**src/rtl/uart_echo_master.sv**
```systemverilog
// rtl/uart_echo_master.sv - register-bus master that echoes UART RX bytes back to TX
module uart_echo_master #(
  parameter int SETTLE_CYC = 2,
  parameter bit UPCASE     = 1'b0,
  parameter bit INIT_RST   = 1'b1
) (
  input  logic        clk,
  input  logic        reset,
  input  logic        en,
  output logic        cs,
  output logic        we,
  output logic [1:0]  reg_sel,
  output logic [15:0] wdata,
  input  logic [15:0] rdata,
  output logic        busy,
  output logic [15:0] byte_cnt,
  output logic [7:0]  last_byte
);

  localparam int CW = $clog2(SETTLE_CYC + 1);

  typedef enum logic [2:0] {
    ST_INIT, ST_IDLE, ST_RXST, ST_RD, ST_GAP, ST_TXST, ST_WR, ST_SETTLE
  } state_t;

  localparam state_t RST_STATE = state_t'(INIT_RST ? ST_INIT : ST_IDLE);

  state_t        state;
  state_t        nxt;
  logic [CW-1:0] cnt;
  logic [7:0]    data_q;

  // Only the low byte carries data; status polls use bit 0 of it.
  logic unused_rdata_hi;
  assign unused_rdata_hi = ^rdata[15:8];

  function automatic logic [7:0] xform(input logic [7:0] b);
    if (UPCASE && (b >= 8'h61) && (b <= 8'h7A)) return b - 8'h20;
    return b;
  endfunction

  // Next-state decision; status reads are taken from rdata as the poll cycle ends.
  always_comb begin
    nxt = state;
    case (state)
      // INIT holds one idle cycle after reset release, then one soft-reset write.
      ST_INIT:   nxt = cs ? ST_SETTLE : ST_INIT;
      ST_IDLE:   nxt = en ? ST_RXST : ST_IDLE;
      ST_RXST:   nxt = !rdata[0] ? ST_RD : (en ? ST_RXST : ST_IDLE);
      ST_RD:     nxt = ST_GAP;
      ST_GAP:    nxt = (cnt == CW'(1)) ? ST_TXST : ST_GAP;
      ST_TXST:   nxt = !rdata[0] ? ST_WR : ST_TXST;
      ST_WR:     nxt = ST_SETTLE;
      ST_SETTLE: nxt = (cnt == CW'(1)) ? (en ? ST_RXST : ST_IDLE) : ST_SETTLE;
      default:   nxt = RST_STATE;
    endcase
  end

  // State, registered bus outputs for the entered state, settle timer and byte bookkeeping.
  always_ff @(posedge clk or negedge reset) begin
    if (!reset) begin
      state     <= RST_STATE;
      cs        <= 1'b0;
      we        <= 1'b0;
      reg_sel   <= 2'b00;
      wdata     <= 16'h0000;
      busy      <= 1'b0;
      cnt       <= '0;
      data_q    <= 8'h00;
      byte_cnt  <= 16'h0000;
      last_byte <= 8'h00;
    end else begin
      state   <= nxt;
      busy    <= (nxt != ST_IDLE);
      cs      <= 1'b0;
      we      <= 1'b0;
      reg_sel <= 2'b00;
      wdata   <= 16'h0000;
      case (nxt)
        ST_INIT: begin cs <= 1'b1; we <= 1'b1; reg_sel <= 2'b01; end
        ST_RXST: begin cs <= 1'b1; reg_sel <= 2'b11; end
        ST_RD:   begin cs <= 1'b1; reg_sel <= 2'b01; end
        ST_TXST: begin cs <= 1'b1; reg_sel <= 2'b10; end
        ST_WR: begin
          cs      <= 1'b1;
          we      <= 1'b1;
          reg_sel <= 2'b00;
          wdata   <= {8'h00, data_q};
        end
        default: ;
      endcase

      if ((nxt != state) && ((nxt == ST_GAP) || (nxt == ST_SETTLE)))
        cnt <= CW'(SETTLE_CYC);
      else if (cnt != '0)
        cnt <= cnt - CW'(1);

      if (state == ST_RD)
        data_q <= xform(rdata[7:0]);

      if (state == ST_WR) begin
        byte_cnt  <= byte_cnt + 16'h0001;
        last_byte <= data_q;
      end
    end
  end

endmodule

```
**config.mk**
```make
export PLATFORM = sky130hd
export DESIGN_NAME = uart_echo_master
export DESIGN_NICKNAME = d
export VERILOG_FILES = /design/src/rtl/uart_echo_master.sv
export SDC_FILE = /design/constraint.sdc
export NUM_CORES = 1
export LEC_CHECK = 0
export ABC_AREA = 1
export ABC_CLOCK_PERIOD_IN_PS = 2100
export BUFFER_PORTS_ARGS = -buffer_cell sky130_fd_sc_hd__buf_4
export CAP_MARGIN = 20
export CORE_AREA = 4 4 72 74
export CTS_CLUSTER_SIZE = 28
export DETAILED_ROUTE_END_ITERATION = 10
export DIE_AREA = 0 0 76 78
export GPL_TIMING_DRIVEN = 0
export HOLD_SLACK_MARGIN = 0.12
export PLACE_DENSITY_LB_ADDON = 0.2
export SYNTH_ARGS = -nofsm -noshare
export SYNTH_HDL_FRONTEND = slang
export SYNTH_SLANG_ARGS = --single-unit
```
**constraint.sdc**
```tcl
create_clock -name clk -period 2.1 [get_ports clk]
set_input_delay 0.42 -clock clk [delete_from_list [all_inputs] [get_ports clk]]
set_output_delay 0.42 -clock clk [all_outputs]
set_load 0.005 [all_outputs]
```
### Yosys cells after proc, flatten, opt, wreduce, memory -nomap -nowiden

Cells that the tools add are included.

* add/sub/neg operators: 2
* equality and inequality tests: 16
* mux-type cells: 13
* reductions and logical operators: 9

Operators by type and width (count)
* == test 3 bit (second input constant): 8
* case mux 3 bit (8 select lines): 1
* adder 16 x 1 -> 16 bit (second input constant): 1
* == test 3 x 2 -> 1 bit (second input constant): 4
* two-way mux 3 bit: 3
* two-way mux 2 bit: 4
* two-way mux 8 bit: 1
* logical NOT 3 bit: 2
* case mux 2 bit (3 select lines): 1
* OR reduction 5 bit: 1
* nonzero test 2 bit: 2
* OR reduction 2 bit: 2
* == test 3 x 1 -> 1 bit (second input constant): 1
* two-way mux 1 bit: 3
* != test 3 x 1 -> 1 bit (second input constant): 1
* != test 3 bit: 1
* == test 2 x 1 -> 1 bit (second input constant): 1
* subtractor 2 x 1 -> 2 bit (second input constant): 1
* logical AND 1 bit: 1
* logical OR 1 bit: 1

* bits in registers: 58
* input port bits: 19
* output and inout bits: 45
* logic and storage cells: 50

### Longest topological paths before layout

* depth in word-level cells: 7
* depth in mapped cells: 13
* gate-level depth less buffers: 13

### Least setup slack after synthesis

Ideal clock, no wire load.

* path type: register -> register
* start point: register cnt[0]
* end point: register cnt[0]
* library setup time: 120 ps
* data arrival time: 1422 ps
* data required time: 1980 ps
* setup slack: 559 ps
* cell stages (with the launch flop): 12
* path buffers: 0
* clock period less this slack: 1541 ps
* cells stage by stage: dfrtp_1 ha_1 inv_1 nand2_1 nand2_1 nand2_1 nor2_1 nand3_2 nand2_1 nand3_1 nor2_1 nor2_1

* longest elaborated chain between the ends: 7
* elaborated cells on any way between the ends: 14
* those cells by class: add/sub: 1; eq/ne: 4; mux: 5; reduce/logical: 4

RTL lines
* start: declaration: line 30 `logic [CW-1:0] cnt;`
* start signal: assignment: line 94 `cnt <= CW'(SETTLE_CYC);`
* start signal: assignment: line 96 `cnt <= cnt - CW'(1);`
* == test 2 x 1 -> 1 bit *: line 51, 54
* two-way mux 3 bit / two-way mux 1 bit (equally long branches): line 54, 51
* case mux 3 bit (8 select lines) *: line 45 `case (state)`
* net nxt[0]: line 29 `state_t nxt;`
* == test 3 bit: line 93 `if ((nxt != state) && ((nxt == ST_GAP) || (nxt == ST_SETTLE)))`
* logical OR 1 bit: line 93
* logical AND 1 bit *: line 93
* two-way mux 2 bit / nonzero test 2 bit (equally long branches)

Mark *: on every way through the listed nets, which the timed path passes. The rest lies on a longest branch. The select of a mux whose other input is x is not followed.
A chain may end at the register's enable or synchronous reset.

### Worst setup path after layout

Ends and elaborated chain as after synthesis.

==> summary.txt <==
Power and ir drop
  • Peak VDD IR: 0.743 mV
  • Pwr Density: 1270 mW/mm²
  • P_leak: 1.55 nW

Timing
  • Worst hold margin: 0.120 ns
  • Worst-Margin Slew: 0.611 ns
  • Tcrit/Tclk final: 0.825
  • Hold Violations, Final: 0
  • Slew HR: 0.593
  • Max Clk Rate: 577 MHz
  • Post-layout min period: 1.73 ns
  • Final setup viols: 0
  • Setup TNS: 0 ns
  • RSZ-0062 raised after global routing: false
  • Skew final: 0.0109 ns
  • Fin. max-slew vios: 0

Setup path
  • Crit-path max cell delay: 0.41 ns
  • Kind of critical path: register to register
  • WP data arrival: 1.93 ns
  • Crit-path most repeated cell: nand2_1
  • Buf+Inv Stages, Crit Path: 1
  • Startpoint types: register
  • Worst Path Required: 2.29 ns
  • Critical-path cell list: ha_1 > inv_1 > nand2_1 > nand2_1 > nand2_1 > nor2_1 > nand3_2 > nand2_1 > nand3_1 > nor2_1 > nor2_1
  • Endpoint class of the critical path: register
  • Critical path's slowest cell: dfrtp_1
  • CP top delay family: simple AND/OR/NAND/NOR gates
  • CP Max Fanout: 3

Place
  • Placer Congestion: 0.811
  • Dpl hpwl: 3.21 mm
  • IO Port Bufs: 47

CTS
  • Setup bufs post-CTS: 0
  • Clk buf depth: 2
  • CTS Buf Count: 5
  • CTS resizes: 0
  • Clock Pin Slew Worst Setup and Hold Paths: 0.09 ns
  • Htree depth: 2
  • Hold-fix buffers, CTS: 0
  • Worst-Skew Late Latency: 0.31 ns
  • CTS tree: built
  • CTS Root Buffer Type: clkbuf_8
  • Clock Sinks: 50

Drt
  • Final ANT Viol Nets: 0
  • Final wirelength: 4.31 mm
  • Residual DRC: 0
  • WL per Instance: 12.2 µm
  • Via count: 1679
  • Vias/cell: 4.74
  • Pre-antenna DRT Iters: 4
  • Initial DRC count: 51

Global route
  • GR Overflow Total: 0
  • Total track usage: 0.158
  • Initial antenna violation count: 0
  • First-pass GRT wire length: 7.58 mm
  • Largest net degree at the start of global routing: 51
  • Vias in the first global route: 1702

Final layout
  • Synth-to-Final Area Change: 24.2%
  • Commonest non-fill, non-tap cell in the layout: buf_4
  • Most frequent cells in the layout: buf_4, dfrtp_1, nand2_1, nor2_1, inv_1
  • # fillers: 415
  • Multi-input logic area: 835 µm²
  • Register area: 0.00125 mm²
  • Final net count: 321
  • Final design utilization: 0.609
  • Antenna Cells: 0
  • Share of cells above drive strength 1: 0.273

Logic synthesis
  • Post-Syn Instances: 238
  • Distinct cells, synth: 29
  • Yosys top cell by area: dfrtp_1
  • Synth top area share: 0.555
  • Ys Warns: 0
  • Synth top area cells: dfrtp_1, nand2_1, nor2_1, inv_1, xor2_1
  • Yosys reg bits: 50
  • Sequential fraction of the synthesis area: 0.555
  • Post-synthesis average cell area: 9.47 µm²
  • Syn Std Cell Area: 0.00225 mm²

Status
  • Status: completed

Die
  • I/O Pins: 64
  • Die width: 76 µm
  • Row cnt: 25
  • Die height: 78 µm
  • Die ar.: 0.00593 mm²
  • Core area: 0.00460 mm²
  • Initial Utilization: 0.490

Hold path
  • Hold WC Path Type: input pin to asynchronous set/reset pin

Run
  • Max Cap Viol: 0
-- cell usage after synthesis --
cell      count
a21oi_1      11
buf_4         9
buf_6         2
clkbuf_1      2
clkinv_1      1
conb_1        1
dfrtp_1      50
ha_1          3
inv_1        23
inv_2         2
nand2_1      43
nand2_2       1
nand2_4       1
nand3_1      10
nand3_2       2
nand3b_1      1
nand4_1       1
nand4_4       1
nor2_1       34
nor2_2        5
nor2_4        2
nor2_8        1
nor3_2        1
nor3b_1       1
o21a_1        1
o21ai_0      13
o21ai_1       1
xnor2_1       6
xor2_1        9
-- flip-flops by register name, summed over array words and instances, names as in the netlist --
signal,flops
we,1
cs,1
wdata,8
data_q,8
last_byte,8
cnt,2
reg_sel,2
byte_cnt,16
busy,1
state,3
-- worst paths after layout --
| kind | startpoint | endpoint | slack (ns) | cells after the start |
|---|---|---|---|---|
| hold / removal | reset | byte_cnt[7]$_DFFE_PN0P_ | 0.12 | 1 |
| setup reg to reg | cnt[0]$_DFFE_PN0P_ | cnt[0]$_DFFE_PN0P_ | 0.37 | 11 |
| hold reg to reg | cs$_DFF_PN0_ | we$_DFF_PN0_ | 0.49 | 1 |
| max in group asynchronous | reset | state[0]$_DFF_PN0_ | 1.56 | 1 |
| min in group clk | rdata[6] | data_q[6]$_DFFE_PN0P_ | 0.35 | 3 |
| setup / recovery | cnt[0]$_DFFE_PN0P_ | cnt[0]$_DFFE_PN0P_ | 0.37 | 11 |
-- kinds of logic (layout without fill, tap and decap cells) --
kind of cell    count (synthesis)  after routing  share of synthesized area
simple gates                  104            104                      0.223
flops                          50             50                      0.555
buf+inv                        39             94                     0.0866
compound gates                 26             26                     0.0588
xor+xnor                       15             15                     0.0583
fa+ha+maj                       3              3                     0.0166
other cells                     1              8                    0.00166
-- report_power, final --
part	internal, mW	total, mW	switching, mW	leakage, nW
sequential	1.29	1.47	0.179	0.633
clock	0.271	0.594	0.322	0.0478
combinational	0.655	1.50	0.841	0.864
-- worst register-to-register path, stage by stage (launching register included) --
cell and delay [ns]:
dfrtp_1 0.41, ha_1 0.23, inv_1 0.10, nand2_1 0.06, nand2_1 0.05, nand2_1 0.05
nor2_1 0.20, nand3_2 0.12, nand2_1 0.12, nand3_1 0.12, nor2_1 0.12, nor2_1 0.04
-- metal layers --
metal | wire [µm] | share of wire | global-route usage
met5 | 0 | 0 | 0
met2 | 2180 | 0.51 | 0.269
met3 | 240 | 0.056 | 0.0557
met1 | 1850 | 0.43 | 0.185
met4 | 38 | 0.0088 | 0.0534
-- cell type report --
cell class | instances | area share
Tap cell | 54 | 0.0241
Multi-Input combinational cell | 156 | 0.298
Inverter | 26 | 0.0349
Timing Repair Buffer | 47 | 0.126
Buffer | 13 | 0.0349
Clock inverter | 2 | 0.00581
Sequential cell | 50 | 0.447
Clock buffer | 6 | 0.0295
-- metrics by stage --
step	instances	setup slack (ns)	total power [mW]	area, µm²
after detailed placement	346	0.371	3.01	2700
after global placement	346	0.405	2.95	2700
after floorplan	245	0.559	2.44	2280
after global routing	354	0.144	3.89	2800
after CTS	354	0.350	3.61	2800
final	354	0.368	3.56	2800
No activity file was read; power rests on OpenSTA's default activity.
